$ cat src/rtl/coproc_pkg.sv
// coproc_pkg: opcodes, FSM encoding, address limit and status bit layout shared with the coprocessor top level.
package coproc_pkg;
  localparam logic [2:0] OP_NOP         = 3'd0;
  localparam logic [2:0] OP_LOAD        = 3'd1;
  localparam logic [2:0] OP_STORE       = 3'd2;
  localparam logic [2:0] OP_ZOOM_IN_VP  = 3'd3;
  localparam logic [2:0] OP_ZOOM_IN_RP  = 3'd4;
  localparam logic [2:0] OP_ZOOM_OUT_MP = 3'd5;
  localparam logic [2:0] OP_ZOOM_OUT_VD = 3'd6;
  localparam logic [2:0] OP_RESET       = 3'd7;
  localparam int ADDR_MAX    = 76799;
  localparam int ST_ERROR    = 0;
  localparam int ST_ZOOM_MAX = 1;
  localparam int ST_ZOOM_MIN = 2;
  localparam int ST_TIMEOUT  = 3;
  typedef enum logic [2:0] {S_IDLE, S_SETUP, S_PULSE, S_WAIT_BUSY, S_WAIT_DONE, S_RESP} state_e;
  function automatic logic [3:0] mk_status(input logic timeout, input logic zoom_min,
                                           input logic zoom_max, input logic error);
    logic [3:0] s;
    s = '0;
    s[ST_TIMEOUT]  = timeout;
    s[ST_ZOOM_MIN] = zoom_min;
    s[ST_ZOOM_MAX] = zoom_max;
    s[ST_ERROR]    = error;
    return s;
  endfunction
endpackage

$ cat src/rtl/coproc_cycle_timer.sv
// coproc_cycle_timer: loadable down-counter that saturates at zero and flags expiry.
module coproc_cycle_timer #(
  parameter int W = 8
) (
  input  logic         clk_100,
  input  logic         reset_n,
  input  logic         load,
  input  logic [W-1:0] load_val,
  output logic         expired
);
  logic [W-1:0] cnt_q;
  always_ff @(posedge clk_100) begin
    if (!reset_n) cnt_q <= '0;
    else if (load) cnt_q <= load_val;
    else if (cnt_q != '0) cnt_q <= cnt_q - W'(1);
  end
  assign expired = cnt_q == '0;
endmodule

$ cat src/rtl/coproc_cmd_master.sv
// coproc_cmd_master: one-at-a-time command initiator driving the coprocessor pins and ENABLE pulse,
// tracking FLAG_DONE through busy/completion with timeout, and returning data/status.
module coproc_cmd_master
  import coproc_pkg::*;
#(
  parameter int PULSE_CYCLES = 4,
  parameter int BUSY_WINDOW  = 8,
  parameter int DONE_TIMEOUT = 2_000_000
) (
  input  logic        clk_100,
  input  logic        reset_n,
  input  logic        cmd_valid,
  output logic        cmd_ready,
  input  logic [2:0]  cmd_op,
  input  logic [16:0] cmd_addr,
  input  logic [7:0]  cmd_data,
  output logic        rsp_valid,
  input  logic        rsp_ready,
  output logic [7:0]  rsp_data,
  output logic [3:0]  rsp_status,
  output logic [2:0]  instruction,
  output logic [16:0] mem_addr,
  output logic [7:0]  data_in,
  output logic        enable_n,
  input  logic        flag_done,
  input  logic        flag_error,
  input  logic        flag_zoom_max,
  input  logic        flag_zoom_min,
  input  logic [7:0]  data_out
);
  localparam int WW = $clog2(BUSY_WINDOW + 1);
  localparam int DW = 21;
  state_e      state_q;
  logic        cmd_ready_q, rsp_valid_q, enable_n_q, seen_q;
  logic [7:0]  rsp_data_q, data_in_q;
  logic [3:0]  rsp_status_q;
  logic [2:0]  instr_q;
  logic [16:0] addr_q;
  logic        win_load, win_exp, tmo_load, tmo_exp;
  logic [DW-1:0] tmo_val;
  // Busy window runs from the first low ENABLE cycle through WAIT_BUSY.
  assign win_load = !(state_q inside {S_PULSE, S_WAIT_BUSY});
  // The second timer times the pulse, then is reloaded on the last pulse cycle for the done timeout.
  assign tmo_load = (state_q == S_PULSE) ? tmo_exp : state_q != S_WAIT_DONE;
  assign tmo_val  = (state_q == S_SETUP) ? DW'(PULSE_CYCLES - 1) : DW'(DONE_TIMEOUT - 1);
  coproc_cycle_timer #(.W(WW)) u_win (
    .clk_100(clk_100), .reset_n(reset_n), .load(win_load),
    .load_val(WW'(BUSY_WINDOW - 1)), .expired(win_exp)
  );
  coproc_cycle_timer #(.W(DW)) u_tmo (
    .clk_100(clk_100), .reset_n(reset_n), .load(tmo_load),
    .load_val(tmo_val), .expired(tmo_exp)
  );
  always_ff @(posedge clk_100) begin
    if (!reset_n) begin
      state_q      <= S_IDLE;
      cmd_ready_q  <= 1'b0;
      rsp_valid_q  <= 1'b0;
      enable_n_q   <= 1'b1;
      seen_q       <= 1'b0;
      rsp_data_q   <= '0;
      rsp_status_q <= '0;
      instr_q      <= '0;
      addr_q       <= '0;
      data_in_q    <= '0;
    end else begin
      case (state_q)
        S_IDLE: begin
          cmd_ready_q <= 1'b1;
          if (cmd_valid && cmd_ready_q) begin
            cmd_ready_q <= 1'b0;
            instr_q     <= cmd_op;
            addr_q      <= cmd_addr;
            data_in_q   <= cmd_data;
            if (cmd_op == OP_NOP) begin
              state_q      <= S_RESP;
              rsp_valid_q  <= 1'b1;
              rsp_data_q   <= '0;
              rsp_status_q <= '0;
            end else state_q <= S_SETUP;
          end
        end
        S_SETUP: begin
          enable_n_q <= 1'b0;
          seen_q     <= 1'b0;
          state_q    <= S_PULSE;
        end
        S_PULSE: begin
          if (!flag_done) seen_q <= 1'b1;
          if (tmo_exp) begin
            enable_n_q <= 1'b1;
            if (seen_q || !flag_done) state_q <= S_WAIT_DONE;
            else if (win_exp) begin
              state_q      <= S_RESP;
              rsp_valid_q  <= 1'b1;
              rsp_data_q   <= '0;
              rsp_status_q <= mk_status(1'b0, flag_zoom_min, flag_zoom_max, flag_error);
            end else state_q <= S_WAIT_BUSY;
          end
        end
        S_WAIT_BUSY: begin
          if (!flag_done) state_q <= S_WAIT_DONE;
          else if (win_exp) begin
            state_q      <= S_RESP;
            rsp_valid_q  <= 1'b1;
            rsp_data_q   <= '0;
            rsp_status_q <= mk_status(1'b0, flag_zoom_min, flag_zoom_max, flag_error);
          end
        end
        S_WAIT_DONE: begin
          if (flag_done) begin
            state_q      <= S_RESP;
            rsp_valid_q  <= 1'b1;
            rsp_data_q   <= (instr_q == OP_LOAD) ? data_out : 8'h00;
            rsp_status_q <= mk_status(1'b0, flag_zoom_min, flag_zoom_max, flag_error);
          end else if (tmo_exp) begin
            state_q      <= S_RESP;
            rsp_valid_q  <= 1'b1;
            rsp_data_q   <= '0;
            rsp_status_q <= mk_status(1'b1, 1'b0, 1'b0, 1'b0);
          end
        end
        S_RESP: begin
          if (rsp_ready) begin
            rsp_valid_q <= 1'b0;
            cmd_ready_q <= 1'b1;
            state_q     <= S_IDLE;
          end
        end
        default: state_q <= S_IDLE;
      endcase
    end
  end
  assign cmd_ready   = cmd_ready_q;
  assign rsp_valid   = rsp_valid_q;
  assign rsp_data    = rsp_data_q;
  assign rsp_status  = rsp_status_q;
  assign instruction = instr_q;
  assign mem_addr    = addr_q;
  assign data_in     = data_in_q;
  assign enable_n    = enable_n_q;
endmodule

$ cat config.mk
export PLATFORM = sky130hd
export DESIGN_NAME = coproc_cmd_master
export DESIGN_NICKNAME = d
export VERILOG_FILES = /design/src/rtl/coproc_pkg.sv /design/src/rtl/coproc_cycle_timer.sv /design/src/rtl/coproc_cmd_master.sv
export SDC_FILE = /design/constraint.sdc
export NUM_CORES = 1
export LEC_CHECK = 0
export CORE_ASPECT_RATIO = 2
export CORE_UTILIZATION = 48
export CTS_CLUSTER_DIAMETER = 50
export DETAILED_ROUTE_END_ITERATION = 10
export PLACE_DENSITY = 0.79
export SETUP_SLACK_MARGIN = 0.2
export SLEW_MARGIN = 20
export SYNTH_ARGS = -nofsm -noshare
export SYNTH_HDL_FRONTEND = slang
export SYNTH_SLANG_ARGS = --single-unit
$ cat constraint.sdc
create_clock -name clk_100 -period 2.4 [get_ports clk_100]
set_input_delay 0.24 -clock clk_100 [delete_from_list [all_inputs] [get_ports clk_100]]
set_output_delay 0.24 -clock clk_100 [all_outputs]
set_load 0.01 [all_outputs]
=== After elaboration in Yosys (flattened, before gate mapping) ===
Index checks and enable logic that the tools add are counted.

* Bits of input ports: 44
* Output and inout port bits: 43
* Word-level logic and storage cells: 107
* Bits in registers: 72

* Mux-type cells: 52
* Equal/unequal tests: 17
* Reductions and logical operators: 23
* Add/sub/neg operators: 2

{| class="wikitable"
|+ Operator list
! kind !! count
|-
| $mux W8 || 9
|-
| $mux W21 || 3
|-
| $mux W3 || 12
|-
| $mux W4 || 8
|-
| $pmux W8 S4 || 1
|-
| $logic_not A21 Y1 || 1
|-
| $reduce_bool A21 Y1 || 1
|-
| $sub A21 B1 Y21 const B || 1
|-
| $pmux W3 S6 || 1
|-
| $pmux W4 S4 || 1
|-
| $ne A2 B2 Y1 const B || 7
|-
| $mux W1 || 13
|-
| $reduce_and A2 Y1 || 5
|-
| $reduce_and A8 Y1 || 1
|-
| $reduce_bool A2 Y1 || 4
|-
| $reduce_bool A4 Y1 || 2
|-
| $reduce_and A7 Y1 || 1
|-
| $eq A3 B1 Y1 const B || 2
|-
| $eq A3 B2 Y1 const B || 2
|-
| $eq A3 B3 Y1 const B || 2
|-
| $logic_not A3 Y1 || 2
|-
| $ne A3 B3 Y1 const B || 2
|-
| $pmux W1 S2 || 3
|-
| $pmux W1 S5 || 1
|-
| other kinds (9) || 9
|}

=== Logic depth before layout (Yosys ltp) ===
Gate-level depths: netlist of run 1.

* Depth after elaboration: 5
* Gate-level depth with buffers: 8
* Gate-level depth less buffers: 7

=== Hierarchy ===
From an unflattened synthesis of run 1, not the netlist that was laid out.

* Cell total of the unflattened synthesis: 394
* Area total of the unflattened synthesis: 3384.5 sq um

{| class="wikitable"
|+ By module, submodules not included
! module !! area an instance (sq um) !! cells an instance !! sequential area each (sq um) !! times used
|-
| coproc_cmd_master || 1986.9 || 231 || 940.9 || 1
|-
| coproc_cycle_timer (u_tmo) || 1167.4 || 140 || 420.4 || 1
|-
| coproc_cycle_timer (u_win) || 230.2 || 23 || 80.1 || 1
|}

=== Worst setup path before layout of run 1 ===
No wires, ideal clock.

* Path type: flip-flop to flip-flop
* From: reg u_tmo.cnt_q[12]
* To: reg rsp_data_q[2] (netlist: rsp_data[2])
* Stages on the path, launching flop included: 8
* Data required time: 2.283 ns
* Period minus slack after synthesis: 2.091 ns
* Slack: 0.309 ns
* Library setup time: 0.117 ns
* Path buffers: 2
* Arrival: 1.974 ns
* Path through: dfxtp_1 -> or4_1 -> buf_2 -> or3_4 -> nor2_4 -> o21ai_2 -> buf_6 -> a32o_1

* Longest elaborated chain between the ends: 3
* Elaborated cells between the ends (all ways): 4
* Those cells by class: eq/ne: 2; reduce/logical: 2

{| class="wikitable"
|+ RTL lines
! what !! RTL line !! text
|-
| start: declaration || coproc_cycle_timer.sv:11 || <nowiki>logic [W-1:0] cnt_q;</nowiki>
|-
| start signal: assignment || coproc_cycle_timer.sv:14 || <nowiki>else if (load) cnt_q <= load_val;</nowiki>
|-
| start signal: assignment || coproc_cycle_timer.sv:15 || <nowiki>else if (cnt_q != '0) cnt_q <= cnt_q - W'(1);</nowiki>
|-
| $logic_not A21 Y1 (*) || coproc_cycle_timer.sv:17 || <nowiki>assign expired = cnt_q == '0;</nowiki>
|-
| $ne A3 B3 Y1 (no source line) / $ne A2 B2 Y1 (equally long branches) || - ||
|-
| $reduce_and A7 Y1 (no source line) (*) || - ||
|-
| end signal: assignment || coproc_cmd_master.sv:114 || <nowiki>rsp_data_q <= (instr_q == OP_LOAD) ? data_out : 8'h00;</nowiki>
|-
| end: declaration || coproc_cmd_master.sv:35 || <nowiki>logic [7:0] rsp_data_q, data_in_q;</nowiki>
|}

Every way passes the cells marked *; elsewhere a longest branch is shown, timed or not.
A chain may end at the register's enable or synchronous reset.

=== Worst setup path in the final report of run 1 ===
* From: reg u_tmo.cnt_q[12]
* To: reg u_tmo.cnt_q[19]

* Longest elaborated chain between the ends: 3
* Elaborated cells between the ends (all ways): 7
* Those cells by class: add/sub: 1; mux: 3; reduce/logical: 3

{| class="wikitable"
|+ RTL lines
! what !! RTL line
|-
| $sub A21 B1 Y21 / $logic_not A21 Y1 (equally long branches) || coproc_cycle_timer.sv:15, coproc_cycle_timer.sv:17
|-
| $mux W21 / $mux W1 (equally long branches) || coproc_cycle_timer.sv:15, coproc_cmd_master.sv:44
|-
| $mux W21 / $reduce_bool A2 Y1 (equally long branches) || -
|}

Several ways; a longest one is shown, not always the timed one. The select of a mux whose other input is x is not followed.

==> impl_metrics.tcl, run 1 <==
set metrics [dict create \
    viasPerCell 5.64 \
    drive_gt1_share_pct 10.2 \
    crit_family "simple AND/OR/NAND/NOR gates" \
    post-route-period-util_pct 89.3 \
    fmax_mhz 466 \
    routedWlPerCell_um 15.8 \
    syn_inst 388 \
    clock_path_buffers 2 \
    crit_path_cell_trace "or4_4, or3_4, o31ai_2, buf_4, o22ai_1" \
    ir_worst_vdd_v 0.000671 \
    final-seq-area_sq_um 1440 \
    routed_wl_um 9020 \
    cts_made_buffers 9 \
    place_ws_ns 0.157 \
    rows 42 \
    p_sw_share_pct 35.6 \
    worst_pin_slew_ns 0.655 \
    h-tree-depth 3 \
    synthDistinctLibCells 50 \
    cts-root-buf "clkbuf_16" \
    cts.clk_slew.worst_paths_ns 0.05 \
    cellPowerDensity_nw_per_um2 1000 \
    cp_max_fo 9 \
    seqPwrFrac_pct 36.1 \
    vias 3217 \
    hold_path_class "reg -> reg" \
    yosysWarnings 0 \
    path_class "reg -> reg" \
    drt_iter0_markers 177 \
    drv_cap 0 \
    cp_num_cells 5 \
    setup_tns_ns 0 \
    worstPathArrival_ns 2.36 \
    setup_ws_ns 0.256 \
    area_growth_pct 40.5 \
    status "finished clean" \
    yosysSeqAreaShare_pct 44.0 \
    hold_viol_final 0 \
    cts_tree "done" \
    post-cts-setup-buffer-count 0 \
    ys_ff_latch 72 \
    rsz0062_at_grt "true" \
    pin_count 87 \
    layout_min_cycle_time_ns 2.14 \
    fp.dieW_um 60.4 \
    synth_area_leader_cell "dfxtp_1" \
    die-area_sq_um 7180 \
    clock_skew_ns 0.00480 \
    final_max_slew_viol_count 0 \
    placed_area_sq_um 4290 \
    final_util_pct 69.6 \
    max_slew_margin_pct 55.9 \
    n_fill_cell 577 \
    place.gp.congestion 0.930 \
    buffer_ports.inserted 86 \
    grt_pass1_wl_um 14500 \
    initial_core_util_pct 49.5 \
    syn-num-nets 434 \
    grt.overflow.total 0 \
    p_switching_w 0.00164 \
    antenna_found_initial 0 \
    core_area_sq_um 6620 \
    synth.avg_cell_area_sq_um 8.45 \
    num_antenna_cells 0 \
    clockPowerShare_pct 26.0 \
    required_ns 2.61 \
    async_flop_share_pct 0 \
    yosys-top-cells-area "dfxtp_1, nand2_1, a21boi_0, xnor2_1, a21oi_1" \
    max_stage_delay_ns 0.61 \
    antenna_left 0 \
    cts_hold_buf 0 \
    worst_setup_path_start_kind "register" \
    dp_hpwl_um 6440 \
    hold_path_depth 2 \
    reg2reg_depth 5 \
    layout_common_cells "nand2_1, clkdlybuf4s50_1, dfxtp_1" \
    finalSetupViolations 0 \
    synth-edff-count 0 \
    power_frac_comb_pct 37.9 \
    leakagePower_nw 1.64 \
    intPower_w 0.00296 \
    nets 526 \
    multiInputGateArea_sq_um 1760 \
    fin_area_sq_um 4610 \
    hold_slack_ns 0.463 \
    clock-sinks 72 \
    syn_area_sq_um 3280 \
    final_common_cell "nand2_1" \
    clock_latency_ns 0.33 \
    drtPass1Iterations 5 \
    ys.flop_type "dfxtp_1" \
    cp_slowest_cell "or4_4" \
    endpoint_kind "register" \
    track_usage_pct 26.8 \
    drc 0 \
    crit_buf_inv 1 \
    grt_pass1_vias 3222 \
    synth.top_cell.area_share_pct 44.0 \
    grt_max_degree 38 \
    chipHeight_um 119 \
]
## worst register-to-register path, stage by stage (launching register included)
cell and delay, ns:
dfxtp_1 0.35, or4_4 0.61, or3_4 0.43, o31ai_2 0.32
buf_4 0.21, o22ai_1 0.09
## routing by layer
layer  GRT usage (%)  wire length, um  part of all wire, %
met1            25.6             3100                   34
met2            49.0             5080                   56
met3            6.19              443                  4.9
met4            14.8              398                  4.4
met5               0                0                    0
## final timing paths
kind,to,slack [ns],from
worst max register to register,u_tmo.cnt_q[19],0.26,u_tmo.cnt_q[12]
worst min register to register,mem_addr[9],0.46,mem_addr[9]
worst min-delay path,mem_addr[9],0.46,mem_addr[9]
worst max-delay path,u_tmo.cnt_q[19],0.26,u_tmo.cnt_q[12]
## power groups by stage
stage / Clock (W) / Combinational [W] / Sequential [W]
CTS: 0.00122 / 0.00168 / 0.00165
floorplan: 0 / 0.00103 / 0.00164
global placement: 0 / 0.00163 / 0.00165
global route: 0.00128 / 0.00191 / 0.00169
finish: 0.00120 / 0.00174 / 0.00166
detailed placement: 0 / 0.00165 / 0.00166
## cells by family after synthesis
kind of cell,share of synthesized area [%]
buffers and inverters,4.01
adders and majority gates,0.764
xor gates and xnor gates,4.28
muxes,1.53
AOI/OAI and AO/OA,21.7
DFF,44.0
and+or+nand+nor,23.7
## cell usage after synthesis, types with 3 or more instances
master and count:
a31oi_1 3, a32o_1 8, o22ai_1 4, clkbuf_1 20, nor2b_1 3, buf_2 3, and2_1 3, or3_1 4
nor3_1 9, o21ai_0 15, dfxtp_1 72, nand3_1 3, mux2i_1 5, xor2_1 3, nor3b_1 6, or4_1 5
a21oi_1 20, nor2_1 16, inv_1 8, xnor2_1 13, nand2_1 86, nor4_1 8, nand4b_1 3, o31ai_1 3
a21boi_0 31
## timing repair
action	in CTS	in global routing
endpoints found under the hold margin	0	0
gates resized for setup	2	10
setup endpoints to repair	15	33
gates cloned	0	0
pin swaps	0	0
## per-stage QoR
step                      power, W  instances
after floorplan            0.00267        388
after global placement     0.00328        557
after detailed placement   0.00331        557
after CTS                  0.00454        570
after global routing       0.00488        570
final                      0.00460        570
## cell type report
cell class | instances | share of cell area, %
clock buffer | 12 | 5.57
clock inverter | 1 | 0.109
inverter | 8 | 0.652
multi-input combinational | 284 | 38.3
sequential | 72 | 31.3
tap | 88 | 2.39
timing repair buffer | 105 | 21.7
## sequential cells by signal, indices dropped and copies added, names as in the netlist
register	cells
mem_addr	17
data_in	8
u_tmo.cnt_q	21
rsp_data	8
rsp_status	4
cmd_ready	1
u_win.cnt_q	4
seen_q	1
instruction	3
state_q	3
enable_n	1
rsp_valid	1
Note: power is estimated with default switching activity, not from simulation.
==> run 2, diff against run 1 <==
--- a/config.mk
+++ b/config.mk
@@ -9,7 +9,7 @@
 export CORE_UTILIZATION = 48
 export CTS_CLUSTER_DIAMETER = 50
 export DETAILED_ROUTE_END_ITERATION = 10
-export PLACE_DENSITY = 0.79
+export PLACE_DENSITY_LB_ADDON = 0.08
 export SETUP_SLACK_MARGIN = 0.2
 export SLEW_MARGIN = 20
 export SYNTH_ARGS = -nofsm -noshare
==> run 2 against run 1 <==
Total power grew 9.7%. Clock skew increased by 0.0035 ns. Non-clock buffer count rose by 3. Die area unchanged. Fmax is 0.34% lower.
==> impl_metrics.tcl, run 2 (same netlist as run 1, synthesis figures left out) <==
set metrics [dict create \
    layout_common_cells "nand2_1, clkdlybuf4s50_1, dfxtp_1" \
    reg2reg_depth 8 \
    power_frac_comb_pct 34.2 \
    drtPass1Iterations 4 \
    grt_pass1_vias 3208 \
    grt_pass1_wl_um 14600 \
    fp.dieW_um 60.4 \
    place.gp.congestion 0.951 \
    intPower_w 0.00337 \
    setup_ws_ns 0.248 \
    fin_area_sq_um 4730 \
    required_ns 2.63 \
    cts_made_buffers 9 \
    cts-root-buf "clkbuf_16" \
    clock_path_buffers 2 \
    path_class "reg -> reg" \
    setup_tns_ns 0 \
    chipHeight_um 119 \
    cellPowerDensity_nw_per_um2 1070 \
    cts_tree "done" \
    cp_max_fo 6 \
    grt_max_degree 38 \
    h-tree-depth 3 \
    place_ws_ns 0.151 \
    rows 42 \
    buffer_ports.inserted 86 \
    antenna_left 0 \
    clockPowerShare_pct 32.8 \
    largest_reg_flops 21 \
    routed_wl_um 8930 \
    min_to "u_tmo.cnt_q[7]" \
    drive_gt1_share_pct 11.3 \
    rsz0062_at_grt "true" \
    num_antenna_cells 0 \
    status "finished clean" \
    worstPathArrival_ns 2.38 \
    highest_layer "met4" \
    layout_min_cycle_time_ns 2.15 \
    viasPerCell 5.51 \
    finalSetupViolations 0 \
    timing.rr.start "u_tmo.cnt_q[0]" \
    track_usage_pct 27.1 \
    endpoint_kind "register" \
    fmax_mhz 465 \
    leakagePower_nw 1.71 \
    grt.overflow.total 0 \
    final_max_slew_viol_count 0 \
    wl_met1_um 3280 \
    hold_path_depth 3 \
    seqPwrFrac_pct 33.0 \
    routed-wl-met3_um 373 \
    worst_setup_path_start_kind "register" \
    drv_cap 0 \
    cts_hold_buf 0 \
    pin_count 87 \
    clock_latency_ns 0.34 \
    p_switching_w 0.00168 \
    hold_viol_final 0 \
    area_growth_pct 44.4 \
    worst_pin_slew_ns 0.597 \
    cts.clk_slew.worst_paths_ns 0.06 \
    drc 0 \
    top_register "u_tmo.cnt_q" \
    r2r_setup_slack_ns 0.25 \
    ir_worst_vdd_v 0.000662 \
    routedWlPerCell_um 15.5 \
    dp_hpwl_um 6400 \
    vias 3172 \
    antenna_found_initial 0 \
    placed_area_sq_um 4320 \
    die-area_sq_um 7180 \
    drt_iter0_markers 139 \
    core_area_sq_um 6620 \
    clock_skew_ns 0.00828 \
    clock-sinks 72 \
    hold_slack_ns 0.450 \
    final_common_cell "nand2_1" \
    post-route-period-util_pct 89.6 \
    p_sw_share_pct 33.2 \
    initial_core_util_pct 49.5 \
    hold_path_class "in -> reg" \
    n_fill_cell 550 \
    max_slew_margin_pct 60.2 \
    wl_met2_um 4890 \
    hold_start "reset_n" \
    r2r_end "u_tmo.cnt_q[20]" \
    nets 529 \
]
==> run 2: critical path, stage by stage (launching register included) <==
cell      delay, ns
dfxtp_1        0.35
inv_1          0.07
ha_1           0.15
nor3b_1        0.21
buf_4          0.18
nand4b_1       0.23
o41ai_1        0.47
a31oi_1        0.16
o211a_1        0.22
==> run 2: layout make-up <==
cell class / instances / area [sq um] / share of cell area (%)
multi-input combinational: 284 / 1760 / 37.2
sequential: 72 / 1440 / 30.5
timing repair buffer: 108 / 1020 / 21.6
clock buffer: 10 / 239 / 5.05
clock inverter: 6 / 130 / 2.75
tap: 88 / 110 / 2.33
inverter: 8 / 30.0 / 0.634
==> run 2: worst max path at each step <==
stage	startpoint	to	slack (ns)
final	u_tmo.cnt_q[0]	u_tmo.cnt_q[20]	0.25
after global routing	u_tmo.cnt_q[0]	u_tmo.cnt_q[20]	0.009
after CTS	u_tmo.cnt_q[16]	rsp_data[6]	0.21
after detailed placement	u_tmo.cnt_q[12]	rsp_data[4]	0.15
after global placement	cmd_op[2]	rsp_data[3]	0.13
after floorplan	u_tmo.cnt_q[12]	rsp_data[2]	0.31
==> run 2: routing by layer <==
layer  global-route usage, %  vias to the layer above
li1                        -                     1562
met1                    27.2                     1491
met2                    47.0                       87
met3                    6.30                       32
met4                    17.8                        0
met5                       0                        -
==> run 2: timing repair <==
item	4_1_cts	5_1_grt
cloned	0	0
setup endpoints to repair	18	34
buffers inserted	0	0
resized for setup	4	8
==> run 2: power by group through the flow <==
stage	logic [W]	registers (W)	clock network, W
global route	0.00190	0.00170	0.00172
floorplan	0.00103	0.00164	0
finish	0.00173	0.00167	0.00166
detailed placement	0.00165	0.00168	0
global placement	0.00162	0.00167	0
CTS	0.00168	0.00166	0.00167
==> run 2: through the flow <==
stage               std cells  power [W]  util, %
floorplan                 388    0.00267        -
global placement          560    0.00329     65.2
detailed placement        560    0.00333     65.2
CTS                       576    0.00502     71.0
global route              576    0.00532     71.5
finish                    576    0.00505     71.5
